File: src/rtl/btb_pkg.sv
// btb_pkg: shared widths, entry-field offsets and types for the BTB lookup slice.
`default_nettype none

package btb_pkg;

  localparam int PC_W    = 11;
  localparam int TAG_W   = 5;
  localparam int IDX_W   = 6;
  localparam int ENTRY_W = 19;

  localparam int TARGET_LSB = 0;
  localparam int TAG_LSB    = 11;
  localparam int VALID_BIT  = 16;
  localparam int CNT_LSB    = 17;

  localparam logic [1:0] COUNTER_MISS = 2'b01;

  typedef struct packed {
    logic [1:0]       counter;
    logic             valid;
    logic [TAG_W-1:0] tag;
    logic [PC_W-1:0]  target;
  } btb_entry_t;

  typedef struct packed {
    logic             valid;
    logic [1:0]       prev_counter;
    logic             prev_valid;
    logic [TAG_W-1:0] tag;
    logic [IDX_W-1:0] index;
    logic             pred_taken;
  } btb_meta_t;

  function automatic btb_entry_t unpack_entry(input logic [ENTRY_W-1:0] d);
    btb_entry_t e;
    e.target  = d[TARGET_LSB +: PC_W];
    e.tag     = d[TAG_LSB +: TAG_W];
    e.valid   = d[VALID_BIT];
    e.counter = d[CNT_LSB +: 2];
    return e;
  endfunction

endpackage

`default_nettype wire

File: src/rtl/btb_lookup_table_if.sv
// btb_lookup_table_if: fetch, prediction, execute-metadata and write bundle of the BTB.
`default_nettype none

interface btb_lookup_table_if;
  import btb_pkg::*;

  logic [PC_W-1:0]  fetch_pc;
  logic             fetch_valid;
  logic             stall;
  logic             flush;
  logic             pred_valid;
  logic             pred_taken;
  logic [PC_W-1:0]  pred_target;
  logic             ex_meta_valid;
  logic [1:0]       ex_prev_counter;
  logic             ex_prev_valid;
  logic [TAG_W-1:0] ex_tag;
  logic [IDX_W-1:0] ex_index;
  logic             ex_pred_taken;
  logic             wr_enable;
  logic [IDX_W-1:0] wr_index;
  logic [31:0]      wr_data;

  modport master (
    output fetch_pc, fetch_valid, stall, flush, wr_enable, wr_index, wr_data,
    input  pred_valid, pred_taken, pred_target, ex_meta_valid, ex_prev_counter,
           ex_prev_valid, ex_tag, ex_index, ex_pred_taken
  );

  modport slave (
    input  fetch_pc, fetch_valid, stall, flush, wr_enable, wr_index, wr_data,
    output pred_valid, pred_taken, pred_target, ex_meta_valid, ex_prev_counter,
           ex_prev_valid, ex_tag, ex_index, ex_pred_taken
  );

endinterface

`default_nettype wire

File: src/rtl/btb_meta_pipe.sv
// btb_meta_pipe: one lookup-metadata stage; flush kills valid, stall holds everything.
`default_nettype none

module btb_meta_pipe
  import btb_pkg::*;
(
  input  logic      clk,
  input  logic      reset_n,
  input  logic      stall,
  input  logic      flush,
  input  btb_meta_t meta_in,
  output btb_meta_t meta_out
);

  always_ff @(posedge clk or negedge reset_n) begin
    if (!reset_n) begin
      meta_out <= '0;
    end else if (flush) begin
      meta_out.valid <= 1'b0;
    end else if (!stall) begin
      meta_out <= meta_in;
    end
  end

endmodule

`default_nettype wire

File: src/rtl/btb_lookup_table.sv
// btb_lookup_table: 64-entry BTB array, registered lookup and metadata pipe to execute.
// Define BTB_WR_BYPASS_EN to forward a same-cycle write to a lookup of the same index. Rev 1.0
`default_nettype none

module btb_lookup_table
  import btb_pkg::*;
#(
  parameter int PIPE_DEPTH = 2,
  parameter int IDX_W      = 6
) (
  input logic               clk,
  input logic               reset_n,
  btb_lookup_table_if.slave bus
);

  localparam int ENTRIES = 1 << IDX_W;

  btb_entry_t       mem [ENTRIES];
  btb_entry_t       wr_entry;
  btb_entry_t       rd_entry;
  logic [IDX_W-1:0] fetch_idx;
  logic [TAG_W-1:0] fetch_tag;
  logic             hit;
  btb_meta_t        lookup_meta;
  btb_meta_t        pred_meta;
  logic [PC_W-1:0]  pred_target;
  btb_meta_t        stage_meta [PIPE_DEPTH+1];
  logic             unused_wr_hi;

  assign wr_entry     = unpack_entry(bus.wr_data[ENTRY_W-1:0]);
  assign unused_wr_hi = ^bus.wr_data[31:ENTRY_W];
  assign fetch_idx    = bus.fetch_pc[IDX_W-1:0];
  assign fetch_tag    = bus.fetch_pc[PC_W-1:IDX_W];

  always_ff @(posedge clk or negedge reset_n) begin
    if (!reset_n) begin
      for (int i = 0; i < ENTRIES; i++) begin
        mem[i] <= '0;
      end
    end else if (bus.wr_enable) begin
      mem[bus.wr_index] <= wr_entry;
    end
  end

  always_comb begin
    rd_entry = mem[fetch_idx];
`ifdef BTB_WR_BYPASS_EN
    if (bus.wr_enable && (bus.wr_index == fetch_idx)) begin
      rd_entry = wr_entry;
    end
`endif
  end

  assign hit = rd_entry.valid && (rd_entry.tag == fetch_tag);

  // A miss reports the weakly-not-taken default, never the foreign entry's counter.
  always_comb begin
    lookup_meta              = '0;
    lookup_meta.valid        = 1'b1;
    lookup_meta.prev_counter = hit ? rd_entry.counter : COUNTER_MISS;
    lookup_meta.prev_valid   = hit;
    lookup_meta.tag          = fetch_tag;
    lookup_meta.index        = fetch_idx;
    lookup_meta.pred_taken   = hit && rd_entry.counter[1];
  end

  always_ff @(posedge clk or negedge reset_n) begin
    if (!reset_n) begin
      pred_meta   <= '0;
      pred_target <= '0;
    end else if (bus.flush) begin
      pred_meta.valid <= 1'b0;
    end else if (!bus.stall) begin
      pred_meta.valid <= bus.fetch_valid;
      if (bus.fetch_valid) begin
        pred_meta   <= lookup_meta;
        pred_target <= hit ? rd_entry.target : '0;
      end
    end
  end

  assign stage_meta[0] = pred_meta;

  generate
    for (genvar s = 0; s < PIPE_DEPTH; s++) begin : g_meta_pipe
      btb_meta_pipe u_stage (
        .clk      (clk),
        .reset_n  (reset_n),
        .stall    (bus.stall),
        .flush    (bus.flush),
        .meta_in  (stage_meta[s]),
        .meta_out (stage_meta[s+1])
      );
    end
  endgenerate

  assign bus.pred_valid      = pred_meta.valid;
  assign bus.pred_taken      = pred_meta.pred_taken;
  assign bus.pred_target     = pred_target;
  assign bus.ex_meta_valid   = stage_meta[PIPE_DEPTH].valid;
  assign bus.ex_prev_counter = stage_meta[PIPE_DEPTH].prev_counter;
  assign bus.ex_prev_valid   = stage_meta[PIPE_DEPTH].prev_valid;
  assign bus.ex_tag          = stage_meta[PIPE_DEPTH].tag;
  assign bus.ex_index        = stage_meta[PIPE_DEPTH].index;
  assign bus.ex_pred_taken   = stage_meta[PIPE_DEPTH].pred_taken;

endmodule

`default_nettype wire

File: src/flat_wrapper.sv
// flat-port wrapper written by rule: the top's interface ports become plain ports
module btb_lookup_table_flat import btb_pkg::*;
#(
  parameter int PIPE_DEPTH = 2,
  parameter int IDX_W      = 6
)
  (clk, reset_n, bus_fetch_pc, bus_fetch_valid, bus_stall, bus_flush, bus_wr_enable, bus_wr_index, bus_wr_data, bus_pred_valid, bus_pred_taken, bus_pred_target, bus_ex_meta_valid, bus_ex_prev_counter, bus_ex_prev_valid, bus_ex_tag, bus_ex_index, bus_ex_pred_taken);
  btb_lookup_table_if bus_i ();
  input logic clk;
  input logic reset_n;
  input wire logic [$bits(bus_i.fetch_pc)-1:0] bus_fetch_pc;
  input wire logic [$bits(bus_i.fetch_valid)-1:0] bus_fetch_valid;
  input wire logic [$bits(bus_i.stall)-1:0] bus_stall;
  input wire logic [$bits(bus_i.flush)-1:0] bus_flush;
  input wire logic [$bits(bus_i.wr_enable)-1:0] bus_wr_enable;
  input wire logic [$bits(bus_i.wr_index)-1:0] bus_wr_index;
  input wire logic [$bits(bus_i.wr_data)-1:0] bus_wr_data;
  output wire logic [$bits(bus_i.pred_valid)-1:0] bus_pred_valid;
  output wire logic [$bits(bus_i.pred_taken)-1:0] bus_pred_taken;
  output wire logic [$bits(bus_i.pred_target)-1:0] bus_pred_target;
  output wire logic [$bits(bus_i.ex_meta_valid)-1:0] bus_ex_meta_valid;
  output wire logic [$bits(bus_i.ex_prev_counter)-1:0] bus_ex_prev_counter;
  output wire logic [$bits(bus_i.ex_prev_valid)-1:0] bus_ex_prev_valid;
  output wire logic [$bits(bus_i.ex_tag)-1:0] bus_ex_tag;
  output wire logic [$bits(bus_i.ex_index)-1:0] bus_ex_index;
  output wire logic [$bits(bus_i.ex_pred_taken)-1:0] bus_ex_pred_taken;
  assign bus_i.fetch_pc = bus_fetch_pc;
  assign bus_i.fetch_valid = bus_fetch_valid;
  assign bus_i.stall = bus_stall;
  assign bus_i.flush = bus_flush;
  assign bus_i.wr_enable = bus_wr_enable;
  assign bus_i.wr_index = bus_wr_index;
  assign bus_i.wr_data = bus_wr_data;
  assign bus_pred_valid = bus_i.pred_valid;
  assign bus_pred_taken = bus_i.pred_taken;
  assign bus_pred_target = bus_i.pred_target;
  assign bus_ex_meta_valid = bus_i.ex_meta_valid;
  assign bus_ex_prev_counter = bus_i.ex_prev_counter;
  assign bus_ex_prev_valid = bus_i.ex_prev_valid;
  assign bus_ex_tag = bus_i.ex_tag;
  assign bus_ex_index = bus_i.ex_index;
  assign bus_ex_pred_taken = bus_i.ex_pred_taken;
  btb_lookup_table #(.PIPE_DEPTH(PIPE_DEPTH), .IDX_W(IDX_W)) u_core (.clk(clk), .reset_n(reset_n), .bus(bus_i));
endmodule
File: config.mk
export PLATFORM = sky130hd
export DESIGN_NAME = btb_lookup_table_flat
export DESIGN_NICKNAME = d
export VERILOG_FILES = /design/src/rtl/btb_pkg.sv /design/src/rtl/btb_lookup_table_if.sv /design/src/rtl/btb_meta_pipe.sv /design/src/rtl/btb_lookup_table.sv /design/src/flat_wrapper.sv
export SDC_FILE = /design/constraint.sdc
export NUM_CORES = 2
export LEC_CHECK = 0
export BUFFER_PORTS_ARGS = -buffer_cell sky130_fd_sc_hd__clkbuf_2
export CORE_UTILIZATION = 44
export DETAILED_ROUTE_END_ITERATION = 8
export SYNTH_ARGS = -nofsm -noshare
export SYNTH_HDL_FRONTEND = slang
export SYNTH_SLANG_ARGS = --single-unit
File: constraint.sdc
create_clock -name clk -period 2.8 [get_ports clk]
set_input_delay 0.42 -clock clk [delete_from_list [all_inputs] [get_ports clk]]
set_output_delay 0.42 -clock clk [all_outputs]
set_load 0.02 [all_outputs]
==> results.md <==
- Status: finished, final reports clean
- Core area: 0.129 mm2
- Horiz. Die Dim: 363 um
- Row cnt: 132
- Fillers: 11,000
- R2R depth: 10
- Design area: 0.0669 mm2
- Cell Pwr Density: 702 mW/mm2
- Post-Syn Area: 0.0574 mm2
- #FFs+latches synth: 1,272
- Synth area leaders: dfrtp_1 55%, mux2_2 25%, mux4_2 10%
- Total CTS buffers: 138
- Final period util: 97.5%
- Yosys top cell area share: 55.5%
- Syn_area_per_cell: 15.5 um2
- Register area: 0.0318 mm2
- Slew of the pin with the lowest slew margin: 0.859 ns
- Reg power frac: 46.9%
- Multi-input logic area: 0.0241 mm2
- Async S/R FF share, synth: 100%
- Synth area leader: dfrtp_1
- Hold path depth: 2
- Setup Crit Path Kind: reg -> reg
- Final Max Tran Viols: 0
- WL/cell: 26.7 um
- Setup WS pre-CTS: -0.617 ns
- DRT Pass-1 Iters: 5
- Post-route minimum period: 2.73 ns
- RSZ-0062 raised after global routing: no
- Type of the most critical hold path: in -> reg
- Main synth FF type: dfrtp_1
- Hold Slack: 0.0335 ns
- Area growth, synth to finish: 16.6%
- Total GRT Usage: 24.1%
- HPWL Detailed: 99.3 mm
- Global-route wire length before repair: 237 mm
- Clock Power Share: 39.4%
- Full die area: 0.132 mm2
- Vias in the first global route: 35,300
- Worst VDD drop: 0.501 mV
- Port bufs: 70
- Maximum clock frequency: 366 MHz
- Die Y-Extent: 363 um
- DRC errors left: 0
- Worst EP required: 3.47 ns
- H-tree lvl count: 4
- Initial antenna violation count: 2
- Total of warnings raised by yosys: 0
- Cell leakage power: 31.1 nW
- Cell area after placement: 0.0622 mm2
- Worst setup SP type: flip-flop
- Post-CTS Repair Setup Buffers: 0
- Ratio of cells with drive above 1 in the final layout: 55.4%
- CTS tree: done
- Post-synth EDFFs: 0
- Antenna-violating nets left: 0
- Via count: 33,800
- Syn Nets: 3,744
- Seq/Total Area, Yosys: 55.5%
- Initial DRC count: 2,398
- Pin count of the biggest net entering global routing: 117
- Clk root buf: clkbuf_16
- Final worst slack: 0.0688 ns
- WL final: 155 mm
- Maximum root-to-sink buffer count: 3
- Nets@finish: 3,991
- Final hold violation count: 0
- Placed Cells: 5,533
- Cells after Synth: 3,689
- Via/cell ratio: 5.83
- Synth cell types: 65
- Final setup viols: 0
- GP Congestion: 0.857
- Net switching power: 11.7 mW
- Max cap viols: 0
- Crit. End Element: flip-flop
- CTS sink cnt: 1,272
- Sw frac: 24.8%
- Logic pwr share: 13.7%
- Clock latency on the worst-skew pair: 0.78 ns
- Max Fanout on Critical Path: 5
- Final Non-Filler Cells: 5,788
- Slew Limit Headroom: 42.7%
- GR Overflow Total: 0
- I/O Pins: 84
- Starting Density: 44.3%
- Internal: 35.3 mW
- Clk_skew: 0.0277 ns
- Register clock-pin slew on the reported worst setup and hold paths: 0.06 ns
- Arrival time at the worst endpoint: 3.40 ns
==> sequential cells by signal (all words and copies together), names as in the netlist <==
signal and cells:
u_core.mem 1216, u_core.bus.pred_taken 1, u_core.g_meta_pipe.u_stage.meta_out 30, u_core.pred_meta 13, u_core.bus.pred_target 11, u_core.bus.pred_valid 1
==> final cells by class <==
type                    count  share of cell area, %
well taps                1742                   3.26
clock buffers             211                   6.14
diodes                      1                0.00374
multi-input cells        2074                   36.1
inverters                   3                 0.0168
repair buffers            447                   6.20
flip-flops and latches   1272                   47.6
clock inverters            38                  0.720
==> per-stage QoR <==
step	total power [mW]	TNS [ns]	utilization (%)
CTS	47.4	0	51.7
floorplan	26.3	-0.0107	-
finish	47.0	0	51.7
detailed placement	28.8	-7.82	48.0
global route	48.9	0	51.7
global placement	28.6	-7.14	48.0
==> power groups by stage <==
stage	Clock, mW	Combinational (mW)	Sequential, mW
2_1_floorplan	0	4.30	22.0
3_3_place_gp	0	6.35	22.3
3_5_place_dp	0	6.47	22.3
4_1_cts	18.9	6.51	22.0
5_1_grt	19.6	6.93	22.3
6_report	18.5	6.43	22.0
==> worst paths after layout <==
check / start / to / slack [ns]
max in group asynchronous: reset_n / u_core.mem[783]$_DFFE_PN0P_ / 1.60
max reg2reg: u_core.mem[13]$_DFFE_PN0P_ / u_core.bus.pred_target[3]$_DFFE_PN0P_ / 0.07
min in group asynchronous: reset_n / u_core.mem[192]$_DFFE_PN0P_ / 0.16
max: u_core.mem[13]$_DFFE_PN0P_ / u_core.bus.pred_target[3]$_DFFE_PN0P_ / 0.07
min: bus_fetch_pc[9] / u_core.pred_meta[10]$_DFFE_PN0P_ / 0.03
min reg2reg: u_core.bus.pred_target[4]$_DFFE_PN0P_ / u_core.bus.pred_target[4]$_DFFE_PN0P_ / 0.50
==> cells by family after synthesis <==
group | share of synthesized area [%]
muxes | 36.5
DFF | 55.5
buffers and inverters | 2.71
and+or+nand+nor | 1.95
AOI/OAI and AO/OA | 3.27
xor gates and xnor gates | 0.0720
==> cells in the final DEF (no fill, tap or decap), drive strengths merged, types with 3 or more instances in the layout <==
cell            n
o31ai          13
buf           375
clkbuf        277
o22ai           7
nor3b           5
mux4          267
nand4           7
dfrtp        1272
a22oi         103
inv            12
o21ai           8
nand3b          3
nand2b          8
mux2i          79
and2            8
dlygate4sd3     6
o221ai         12
nor2b           9
nand3          28
a21oi          14
and3            3
clkinv         22
a22o           30
nor3           12
bufinv          7
nand2          97
mux2         1255
a221oi         27
nor2           49
==> cell usage after synthesis (2+ instances only) <==
| library cell | instances |
|---|---|
| dfrtp_1 | 1272 |
| mux2_2 | 1255 |
| mux4_2 | 265 |
| clkbuf_1 | 225 |
| a22oi_1 | 101 |
| nand2_1 | 96 |
| mux2i_1 | 79 |
| buf_2 | 54 |
| nor2_1 | 48 |
| a22o_1 | 30 |
| buf_1 | 28 |
| nand3_1 | 28 |
| a221oi_1 | 27 |
| buf_4 | 16 |
| buf_6 | 14 |
| a21oi_1 | 13 |
| nor3_1 | 12 |
| o221ai_1 | 12 |
| o31ai_2 | 10 |
| nor2b_1 | 9 |
| nand2b_1 | 8 |
| and2_1 | 7 |
| nand4_1 | 7 |
| o21ai_0 | 7 |
| o22ai_1 | 7 |
| nor3b_1 | 5 |
| and3_1 | 3 |
| buf_8 | 3 |
| nand3b_1 | 3 |
| o31ai_1 | 3 |
| a31oi_1 | 2 |
| inv_1 | 2 |
| mux4_1 | 2 |
| o2111ai_1 | 2 |
| or2_2 | 2 |
| or3_1 | 2 |
| or3b_2 | 2 |
==> routing by layer <==
layer,global-route usage (%),up-vias,wire [um]
met5,0,-,13
met4,6.52,2,3420
met3,3.37,214,6280
met2,38.1,688,73700
met1,34.8,18500,71400
li1,-,14300,-
==> critical path, stage by stage (launching register included) <==
cell     delay, ns
dfrtp_1       0.39
mux4_2        0.47
mux2_2        0.28
nand3_1       0.18
nand3_2       0.14
o22ai_2       0.27
xor2_2        0.25
buf_4         0.18
nand2_2       0.08
buf_4         0.17
o31ai_2       0.22
==> repair_timing <==
action                                  CTS  global route
endpoints found under the setup margin   13            11
gates cloned                              0             0
gates resized for setup                   3             3
hold endpoints to repair                285             0
pin swaps                                 1             3
hold buffers                              6             0
No activity file was read; power rests on OpenSTA's default activity.
